==> config.mk <==
export PLATFORM = sky130hd
export DESIGN_NAME = conv_window_addr_gen
export DESIGN_NICKNAME = d
export VERILOG_FILES = /design/src/rtl/conv_pkg.sv /design/src/rtl/conv_tap_counter.sv /design/src/rtl/conv_window_addr_gen.sv
export SDC_FILE = /design/constraint.sdc
export NUM_CORES = 1
export LEC_CHECK = 0
export ABC_AREA = 0
export BUFFER_PORTS_ARGS = -buffer_cell sky130_fd_sc_hd__clkbuf_2
export CORE_MARGIN = 1.5
export CORE_UTILIZATION = 45
export CTS_CLUSTER_SIZE = 8
export DETAILED_ROUTE_END_ITERATION = 6
export GPL_TIMING_DRIVEN = 0
export PLACE_DENSITY = 0.68
export SETUP_SLACK_MARGIN = 0.05
export SLEW_MARGIN = 0
export SYNTH_ARGS = -nofsm -noshare
export SYNTH_HDL_FRONTEND = slang
export SYNTH_HIERARCHICAL = 1
export SYNTH_SLANG_ARGS = --single-unit
==> constraint.sdc <==
create_clock -name clk -period 12.9 [get_ports clk]
set_input_delay 1.935 -clock clk [delete_from_list [all_inputs] [get_ports clk]]
set_output_delay 1.935 -clock clk [all_outputs]
set_load 0.005 [all_outputs]
==> src/rtl/conv_pkg.sv <==
`default_nettype none
// ============================================================================
//  Module   : conv_pkg
//  Brief    : Shared types and helper functions for the convolution window
//             address generator (state encoding, counter sizing, kernel
//             slice lookup).
//  Revision : 1.0  initial release
// ============================================================================
package conv_pkg;

    // Scan controller states
    typedef enum logic [1:0] {
        IDLE = 2'd0,
        RUN  = 2'd1,
        DONE = 2'd2
    } state_t;

    // Number of bits needed to encode 'value' distinct codes
    function automatic int clog2(input int value);
        int result;
        result = 0;
        for (int i = 0; i < 31; i++) begin
            if ((1 << i) < value) begin
                result = i + 1;
            end
        end
        return result;
    endfunction

    // Width of a counter that must reach max_value; never narrower than 1 bit
    function automatic int cnt_width(input int max_value);
        int w;
        w = clog2(max_value + 1);
        return (w < 1) ? 1 : w;
    endfunction

    // LSB position of tap 'tap_idx' in the flat kernel; tap 0 sits in the MSBs
    function automatic int tap_lsb(input int tap_idx, input int k, input int wgt_w);
        return (k * k - 1 - tap_idx) * wgt_w;
    endfunction

endpackage
`default_nettype wire

==> src/rtl/conv_tap_counter.sv <==
`default_nettype none
// ============================================================================
//  Module   : conv_tap_counter
//  Brief    : Wrap counter for one scan dimension. Advances on inc, returns to
//             zero after reaching 'wrap' and raises carry on that step so the
//             next dimension can chain off it. The next value is exported so
//             the owner can register outputs derived from it in the same edge.
//  Revision : 1.0  initial release
// ============================================================================
module conv_tap_counter
    import conv_pkg::*;
#(
    parameter int W = 2
) (
    input  logic         clk,
    input  logic         reset,
    input  logic         clear,
    input  logic         inc,
    input  logic [W-1:0] wrap,
    output logic [W-1:0] count_next,
    output logic         carry
);

    logic [W-1:0] count;
    logic         at_wrap;

    // Next-count and carry-out; clear has priority over inc
    always_comb begin
        at_wrap    = (count == wrap);
        carry      = inc && at_wrap;
        count_next = count;
        if (clear) begin
            count_next = '0;
        end else if (inc) begin
            count_next = at_wrap ? '0 : count + 1'b1;
        end
    end

    // Count register
    always_ff @(posedge clk or posedge reset) begin
        if (reset) begin
            count <= '0;
        end else begin
            count <= count_next;
        end
    end

endmodule
`default_nettype wire

==> src/rtl/conv_window_addr_gen.sv <==
`default_nettype none
// ============================================================================
//  Module   : conv_window_addr_gen
//  Brief    : Raster-scans a row-major image and emits K*K pixel RAM read
//             addresses per output window, one tap per cycle, each paired
//             with its kernel weight, under ready/valid flow control.
//             Optional macro CONV_PAD_EN: zero-padded "same" scan in which
//             out-of-image taps are flagged by tap_pad with the RAM read
//             suppressed.
//  Revision : 1.0  initial release
// ============================================================================
module conv_window_addr_gen
    import conv_pkg::*;
#(
    parameter int IMG_W  = 16,
    parameter int IMG_H  = 16,
    parameter int K      = 3,
    parameter int WGT_W  = 8,
    parameter int ADDR_W = 8
) (
    input  logic                 clk,
    input  logic                 reset,
    input  logic                 start,
    input  logic [K*K*WGT_W-1:0] kernel,
    input  logic                 tap_ready,
    output logic                 enable_ram,
    output logic [ADDR_W-1:0]    address_ram,
    output logic [WGT_W-1:0]     weight,
    output logic                 tap_valid,
    output logic                 tap_first,
    output logic                 tap_last,
    output logic                 tap_pad,
    output logic                 busy,
    output logic                 done
);

`ifdef CONV_PAD_EN
    // Window centres visit every pixel
    localparam int COL_MAX = IMG_W - 1;
    localparam int ROW_MAX = IMG_H - 1;
`else
    // Window origins stay fully inside the image
    localparam int COL_MAX = IMG_W - K;
    localparam int ROW_MAX = IMG_H - K;
`endif

    localparam int KW = cnt_width(K - 1);
    localparam int CW = cnt_width(COL_MAX);
    localparam int RW = cnt_width(ROW_MAX);

    localparam logic [KW-1:0] K_WRAP   = KW'(K - 1);
    localparam logic [CW-1:0] COL_WRAP = CW'(COL_MAX);
    localparam logic [RW-1:0] ROW_WRAP = RW'(ROW_MAX);

    state_t                 state;
    state_t                 state_next;
    logic [K*K*WGT_W-1:0]   kernel_q;
    logic [K*K*WGT_W-1:0]   kernel_src;
    logic                   accept;
    logic                   clear;
    logic                   load;
    logic                   present;

    logic [KW-1:0]          kx_next;
    logic [KW-1:0]          ky_next;
    logic [CW-1:0]          col_next;
    logic [RW-1:0]          row_next;
    logic                   kx_carry;
    logic                   ky_carry;
    logic                   col_carry;
    logic                   row_carry;

    logic [ADDR_W-1:0]      geo_addr;
    logic [WGT_W-1:0]       geo_wgt;
    logic                   geo_first;
    logic                   geo_last;
    logic                   geo_pad;

    logic                   valid_d;
    logic                   en_d;
    logic [ADDR_W-1:0]      addr_d;
    logic [WGT_W-1:0]       wgt_d;
    logic                   first_d;
    logic                   last_d;
    logic                   busy_d;
    logic                   done_d;

    assign accept = (state == RUN) && tap_valid && tap_ready;

    // The first tap is computed in the start cycle, before kernel_q is loaded
    assign kernel_src = (state == IDLE) ? kernel : kernel_q;

    // Scan position chain: kx -> ky -> out_col -> out_row
    conv_tap_counter #(.W(KW)) u_kx (
        .clk(clk), .reset(reset), .clear(clear), .inc(accept),
        .wrap(K_WRAP), .count_next(kx_next), .carry(kx_carry)
    );
    conv_tap_counter #(.W(KW)) u_ky (
        .clk(clk), .reset(reset), .clear(clear), .inc(kx_carry),
        .wrap(K_WRAP), .count_next(ky_next), .carry(ky_carry)
    );
    conv_tap_counter #(.W(CW)) u_col (
        .clk(clk), .reset(reset), .clear(clear), .inc(ky_carry),
        .wrap(COL_WRAP), .count_next(col_next), .carry(col_carry)
    );
    conv_tap_counter #(.W(RW)) u_row (
        .clk(clk), .reset(reset), .clear(clear), .inc(col_carry),
        .wrap(ROW_WRAP), .count_next(row_next), .carry(row_carry)
    );

    // Tap geometry for the position the counters move to on this edge
    always_comb begin
        int pos_y;
        int pos_x;
        int lin;
        int idx;
        pos_y = int'(row_next) + int'(ky_next);
        pos_x = int'(col_next) + int'(kx_next);
`ifdef CONV_PAD_EN
        pos_y   = pos_y - K / 2;
        pos_x   = pos_x - K / 2;
        geo_pad = (pos_y < 0) || (pos_y >= IMG_H) || (pos_x < 0) || (pos_x >= IMG_W);
`else
        geo_pad = 1'b0;
`endif
        lin       = geo_pad ? 0 : pos_y * IMG_W + pos_x;
        geo_addr  = lin[ADDR_W-1:0];
        idx       = int'(ky_next) * K + int'(kx_next);
        geo_wgt   = kernel_src[tap_lsb(idx, K, WGT_W) +: WGT_W];
        geo_first = (kx_next == '0) && (ky_next == '0);
        geo_last  = (kx_next == K_WRAP) && (ky_next == K_WRAP);
    end

    // Next state and next registered output values
    always_comb begin
        state_next = state;
        clear      = 1'b0;
        load       = 1'b0;
        present    = 1'b0;
        done_d     = 1'b0;
        case (state)
            IDLE: begin
                if (start) begin
                    clear      = 1'b1;
                    load       = 1'b1;
                    present    = 1'b1;
                    state_next = RUN;
                end
            end
            RUN: begin
                if (accept && row_carry) begin
                    done_d     = 1'b1;
                    state_next = DONE;
                end else begin
                    present = 1'b1;
                end
            end
            DONE: begin
                state_next = IDLE;
            end
            default: begin
                state_next = IDLE;
            end
        endcase

        valid_d = present;
        busy_d  = present;
        en_d    = present && !geo_pad;
        addr_d  = present ? geo_addr : '0;
        wgt_d   = present ? geo_wgt : '0;
        first_d = present && geo_first;
        last_d  = present && geo_last;
    end

    // State, latched kernel and registered tap outputs
    always_ff @(posedge clk or posedge reset) begin
        if (reset) begin
            state       <= IDLE;
            kernel_q    <= '0;
            tap_valid   <= 1'b0;
            enable_ram  <= 1'b0;
            address_ram <= '0;
            weight      <= '0;
            tap_first   <= 1'b0;
            tap_last    <= 1'b0;
            busy        <= 1'b0;
            done        <= 1'b0;
        end else begin
            state       <= state_next;
            if (load) begin
                kernel_q <= kernel;
            end
            tap_valid   <= valid_d;
            enable_ram  <= en_d;
            address_ram <= addr_d;
            weight      <= wgt_d;
            tap_first   <= first_d;
            tap_last    <= last_d;
            busy        <= busy_d;
            done        <= done_d;
        end
    end

`ifdef CONV_PAD_EN
    // Pad flag travels with the other tap outputs
    always_ff @(posedge clk or posedge reset) begin
        if (reset) begin
            tap_pad <= 1'b0;
        end else begin
            tap_pad <= present && geo_pad;
        end
    end
`else
    assign tap_pad = 1'b0;
`endif

endmodule
`default_nettype wire
== Word level (Yosys, flattened, before mapping) ==
Cells that the tools add are included.
Storage, ports and cells
  bits in registers: 106
  output and inout bits: 23
  input port bits: 76
Operators by class
  multiplexer cells: 24
  shift-type cells: 1
  add/subtract/negate cells: 9
  reductions and logical operators: 15
  equal/unequal tests: 9
  multipliers: 1
Operators with widths (count)
  two-way mux 72 bit: 1
  indexed part select 72 x 9 -> 8 bit: 1
  two-way mux 4 bit: 6
  two-way mux 2 bit: 8
  two-way mux 8 bit: 2
  logical AND 1 bit: 11
  adder 4 x 2 -> 5 bit: 2
  adder 4 x 1 -> 4 bit, second input constant: 2
  adder 8 x 5 -> 8 bit: 1
  equality test 2 bit, second input constant: 4
  equality test 4 bit, second input constant: 2
  logical NOT 2 bit: 3
  subtractor 4 x 5 -> 6 bit, first input constant: 1
  two-way mux 1 bit: 5
  adder 2 x 1 -> 2 bit, second input constant: 2
  adder 4 x 2 -> 4 bit: 1
  multiplier 2 x 2 -> 4 bit, second input constant: 1
  one-hot mux 2 bit (2 select lines): 1
  equality test 2 x 1 -> 1 bit, second input constant: 1
  inequality test 2 x 1 -> 1 bit, second input constant: 1
  inequality test 2 bit, second input constant: 1
  one-hot mux 1 bit (2 select lines): 1
  AND reduction 2 bit: 1

== Longest topological paths before layout ==
  depth after elaboration: 11
  mapped depth: 18
  mapped depth without buffers: 17

== Modules after synthesis ==
Netlist, hierarchy kept.
By module, submodules not included
  conv_window_addr_gen: cells an instance 345, times used 1, seq. area each 2352.3 µm², area each 4942.2 µm²
  conv_tap_counter at u_col ...: cells an instance 28, times used 2, seq. area each 100.1 µm², area each 314.1 µm²
  conv_tap_counter at u_kx ...: cells an instance 17, times used 2, seq. area each 50.0 µm², area each 147.6 µm²

== Worst setup path after synthesis ==
OpenSTA, ideal clock, no wires.
  kind: input port to flip-flop
  start: input start
  end: register weight[0]
  library setup time: 0.064 ns
  data arrival time: 5.461 ns
  buffers on the path: 2
  cell stages on the path: 14
  setup slack: 7.375 ns
  path through: and2_1 -> buf_2 -> buf_2 -> a2111oi_2 -> ha_1 -> ha_1 -> inv_1 -> ha_1 -> fa_1 -> inv_1 -> ha_1 -> or4_1 -> nor4_2 -> a211o_2
On the way
  elaborated cells on any way between the ends: 10
  classes of those cells: 2 x add/sub; 1 x mul; 1 x shift; 6 x mux
RTL lines
  start: declaration: RTL line conv_window_addr_gen.sv:23  | input logic start,
  two-way mux 1 bit: RTL line conv_window_addr_gen.sv:143  | if (start) begin
  two-way mux 1 bit: RTL line conv_window_addr_gen.sv:141  | case (state)
  via clear: RTL line conv_window_addr_gen.sv:60  | logic clear;
  two-way mux 2 bit: RTL line conv_tap_counter.sv:32  | if (clear) begin
  via kx_next[1]: RTL line conv_window_addr_gen.sv:64  | logic [KW-1:0] kx_next;
  adder 4 x 2 -> 5 bit: RTL line conv_window_addr_gen.sv:128  | idx = int'(ky_next) * K + int'(kx_next);
  subtractor 4 x 5 -> 6 bit: RTL line conv_pkg.sv:39  | return (k * k - 1 - tap_idx) * wgt_w;
  indexed part select 72 x 9 -> 8 bit: RTL line conv_window_addr_gen.sv:129  | geo_wgt = kernel_src[tap_lsb(idx, K, WGT_W) +: WGT_W];
  two-way mux 8 bit: RTL line conv_window_addr_gen.sv:170  | wgt_d = present ? geo_wgt : '0;
  via wgt_d[0]: RTL line conv_window_addr_gen.sv:82  | logic [WGT_W-1:0] wgt_d;
  end signal: assignment: RTL line conv_window_addr_gen.sv:196  | weight <= wgt_d;
  end: declaration: RTL line conv_window_addr_gen.sv:28  | output logic [WGT_W-1:0] weight,
The timed path passes the listed nets, and every way through them passes these cells.
A chain may end at the register's enable or synchronous reset.

== Worst setup path after layout ==
  start: input tap_ready
  end: register weight[6]
On the way
  longest elaborated chain between the ends: 9
  elaborated cells on any way between the ends: 17
  classes of those cells: 2 x add/sub; 1 x mul; 1 x shift; 7 x mux; 6 x reduce/logical
RTL lines
  start: declaration: RTL line conv_window_addr_gen.sv:25  | input logic tap_ready,
  logical AND 1 bit: RTL line conv_window_addr_gen.sv:88  | assign accept = (state == RUN) && tap_valid && tap_ready;
  via accept: RTL line conv_window_addr_gen.sv:59  | logic accept;
  logical AND 1 bit: RTL line conv_tap_counter.sv:30  | carry = inc && at_wrap;
  via kx_carry: RTL line conv_window_addr_gen.sv:68  | logic kx_carry;
  two-way mux 2 bit: RTL line conv_tap_counter.sv:34  | end else if (inc) begin
  two-way mux 2 bit: RTL line conv_tap_counter.sv:32
  via ky_next[1]: RTL line conv_window_addr_gen.sv:65  | logic [KW-1:0] ky_next;
  multiplier 2 x 2 -> 4 bit: RTL line conv_window_addr_gen.sv:128
  adder 4 x 2 -> 5 bit: RTL line conv_window_addr_gen.sv:128
  subtractor 4 x 5 -> 6 bit: RTL line conv_pkg.sv:39
  indexed part select 72 x 9 -> 8 bit: RTL line conv_window_addr_gen.sv:129
  two-way mux 8 bit: RTL line conv_window_addr_gen.sv:170
  via wgt_d[6]: RTL line conv_window_addr_gen.sv:82
The timed path passes the listed nets, and every way through them passes these cells.

==> results.py <==
metrics = {
    "die": {
        "dieArea_mm2": 0.01373,
        "core.rowCount": 41,
        "pin_count": 99,
        "die_y_um": 117.2,
        "start_util": 0.4629,
        "die_width_um": 117.2,
        "core_mm2": 0.01267,
    },
    "grt": {
        "grt_max_degree": 53,
        "grt_pass1_wl_um": 21200,
        "grt_antenna_before_repair": 1,
        "track_usage": 0.2107,
        "gr-total-overflow": 0,
        "first_global_vias": 4147,
    },
    "cts": {
        "numCtsBuffers": 9,
        "cts_resized": 0,
        "cts_tree": "yes",
        "clock_latency_ns": 0.36,
        "cts_buffer_depth": 2,
        "cts.clk_slew.worst_paths_ns": 0.07,
        "cts_setup_buffers": 0,
        "ctsHoldBuffers": 0,
        "htreeDepth": 3,
        "cts-root-buf": "clkbuf_16",
        "cts_sinks": 106,
    },
    "synthesis": {
        "synthSimpleGateAreaFrac": 0.08426,
        "synthesis.area_mm2": 0.005866,
        "synth_top_family_by_area": "multiplexers",
        "synth-seq-cells": 106,
        "ys.flop_type": "dfrtp_1",
        "ys_types": 46,
        "syn_area_per_cell_um2": 13.48,
        "synthAdderAreaFrac": 0.03925,
        "synth_compound_area_frac": 0.03690,
        "synth.area.top_cells": "dfrtp_1 45%, mux2_2 15%, mux4_2 12%",
        "ys_seq_area_frac": 0.4522,
        "synthXorXnorAreaFrac": 0.04352,
        "ys_warn_count": 6,
        "yosys.area.top_type_share": 0.4522,
        "synth-edff-count": 0,
        "yosys.area.top_type": "dfrtp_1",
        "syn_inst": 435,
        "muxShareOfSynthArea": 0.3055,
        "synthArstFlopShare": 1.000,
    },
    "route": {
        "drc": 0,
        "viasPerCell": 5.296,
        "final_antenna_net_count": 0,
        "drt_wl_total_um": 13180,
        "wire_per_inst_um": 17.66,
        "dr_total_vias": 3951,
        "drt_iter0_drc": 187,
        "first_pass_iters": 4,
    },
    "pwr": {
        "sw_frac_of_total": 0.3880,
        "power_per_cell_area_mw_per_mm2": 209.2,
        "power_mw": 1.466,
        "p_seq_frac": 0.277,
        "leakagePower_nw": 3.354,
        "p_clk_frac": 0.205,
        "peakVddDrop_uv": 128.9,
        "internal-power_mw": 0.8974,
        "pwr-share-comb": 0.518,
        "p_sw_mw": 0.5690,
    },
    "timing": {
        "setup_slack_ns": 6.706,
        "maxSlewViolCount": 0,
        "report.final.setup_viol": 0,
        "finalHoldViolCount": 0,
        "max_freq_ghz": 0.1614,
        "whs_ns": 0.5048,
        "worst_slew_pin_slew_ns": 0.9211,
        "maxSlewHeadroom": 0.3848,
        "rsz0062_at_grt": "no",
        "setup_tns_ns": 0,
        "fin_skew_ns": 0.008036,
        "fin_crit_sh": 0.4802,
        "fin_crit_ns": 6.194,
    },
    "finish": {
        "final_area_mm2": 0.007010,
        "stdcell_count": 746,
        "final_nets": 661,
        "fillers": 1099,
        "syn_to_final_growth_pct": 19.52,
        "num_antenna_cells": 0,
        "drive_above_1_share": 0.4512,
        "fin_util": 0.5533,
    },
    "outcome": {
        "status": "finished clean",
    },
    "hold_path": {
        "min_path_type": "reg2reg",
    },
    "critical_path": {
        "crit_fanout": 8,
        "setup.worst_path.start_class": "input port",
        "cp.required_ns": 13.19,
        "cp-end-kind": "flop",
        "crit_type": "in2reg",
        "arrival_ns": 6.49,
    },
    "placed_design": {
        "hpwl_um": 9848,
        "dpl_worst_slack_ns": 6.344,
        "io_buffers": 97,
        "gp_congestion": 0.8093,
        "place_area_mm2": 0.006690,
        "placed_cells": 730,
    },
    "job": {
        "maxCapViolCount": 0,
    },
}
==> worst paths after layout <==
check	from	to	slack, ns	cells past startpoint
min in group asynchronous	reset	u_kx/count[1]$_DFF_PP0_	1.51	2
max in group asynchronous	reset	kernel_q[4]$_DFFE_PP0P_	10.50	3
min	kernel_q[20]$_DFFE_PP0P_	kernel_q[20]$_DFFE_PP0P_	0.50	1
max	tap_ready	weight[6]$_DFF_PP0_	6.71	14
max reg2reg	state[0]$_DFFE_PP0P_	weight[4]$_DFF_PP0_	7.69	16
min reg2reg	kernel_q[20]$_DFFE_PP0P_	kernel_q[20]$_DFFE_PP0P_	0.50	1
==> area by class of cell <==
type                            instances  area (µm²)  share of cell area
Clock buffer                           11       242.7             0.03462
Multi-Input combinational cell        309        3089              0.4407
Sequential cell                       106        2653              0.3784
Inverter                               19       73.82             0.01053
Clock inverter                          5       77.57             0.01107
Tap cell                              172       215.2             0.03070
Timing Repair Buffer                   98       513.0             0.07318
Buffer                                 26       146.4             0.02088
==> cell usage in the layout (no fill, tap or decap), types with 12 or more instances in the layout <==
cell        n
mux4_2     32
nand2_1    13
clkbuf_2   97
inv_1      18
buf_2      12
mux2i_1    17
mux2_2     80
dfrtp_1   106
nor2_1     28
ha_1       12
conb_1     27
==> logic make-up after synthesis <==
group	after synthesis
compound gates	28
mux	129
flops	106
other cells	2
simple gates	85
buf+inv	45
fa+ha+maj	16
xor+xnor	24
==> power by group through the flow <==
stage | Sequential [mW] | Clock, mW | Combinational [mW]
floorplan | 0.409 | 0 | 0.547
global placement | 0.410 | 0 | 0.729
detailed placement | 0.413 | 0 | 0.756
CTS | 0.407 | 0.307 | 0.759
global route | 0.412 | 0.320 | 0.828
finish | 0.406 | 0.300 | 0.760
==> critical path, cell delays in order <==
cell	delay, ns
clkbuf_2	0.10
and4b_1	0.30
nand2_1	0.07
nor2_1	0.25
nand2_1	0.14
a2111oi_2	0.88
inv_1	0.31
ha_1	0.40
fa_1	0.42
inv_1	0.06
ha_1	0.24
or4_1	0.43
nor4_2	0.69
a211o_1	0.25
==> routing by layer <==
layer  global-route usage  vias up  part of all wire
met5                    0        -                 0
met4              0.05783        0             0.015
met3              0.05767       18             0.050
met2               0.3422      111              0.49
met1               0.2805     2010              0.45
li1                     -     1812                 -
==> registers in the layout, indices dropped and copies added (netlist names) <==
| name | cells |
|---|---|
| address_ram | 8 |
| busy | 1 |
| done | 1 |
| kernel_q | 72 |
| state | 2 |
| tap_first | 1 |
| tap_last | 1 |
| u_col/count | 4 |
| u_kx/count | 2 |
| u_ky/count | 2 |
| u_row/count | 4 |
| weight | 8 |
==> cell usage after synthesis, types with 7 or more instances <==
| master | n |
|---|---|
| dfrtp_1 | 106 |
| a211o_1 | 7 |
| mux2_2 | 80 |
| buf_2 | 12 |
| xor2_1 | 7 |
| mux2i_1 | 17 |
| ha_1 | 12 |
| nor2_1 | 28 |
| xnor2_1 | 11 |
| nand2_1 | 13 |
| inv_1 | 19 |
| mux4_2 | 32 |
| and2_1 | 7 |
Power figures use the tool's default switching activity.
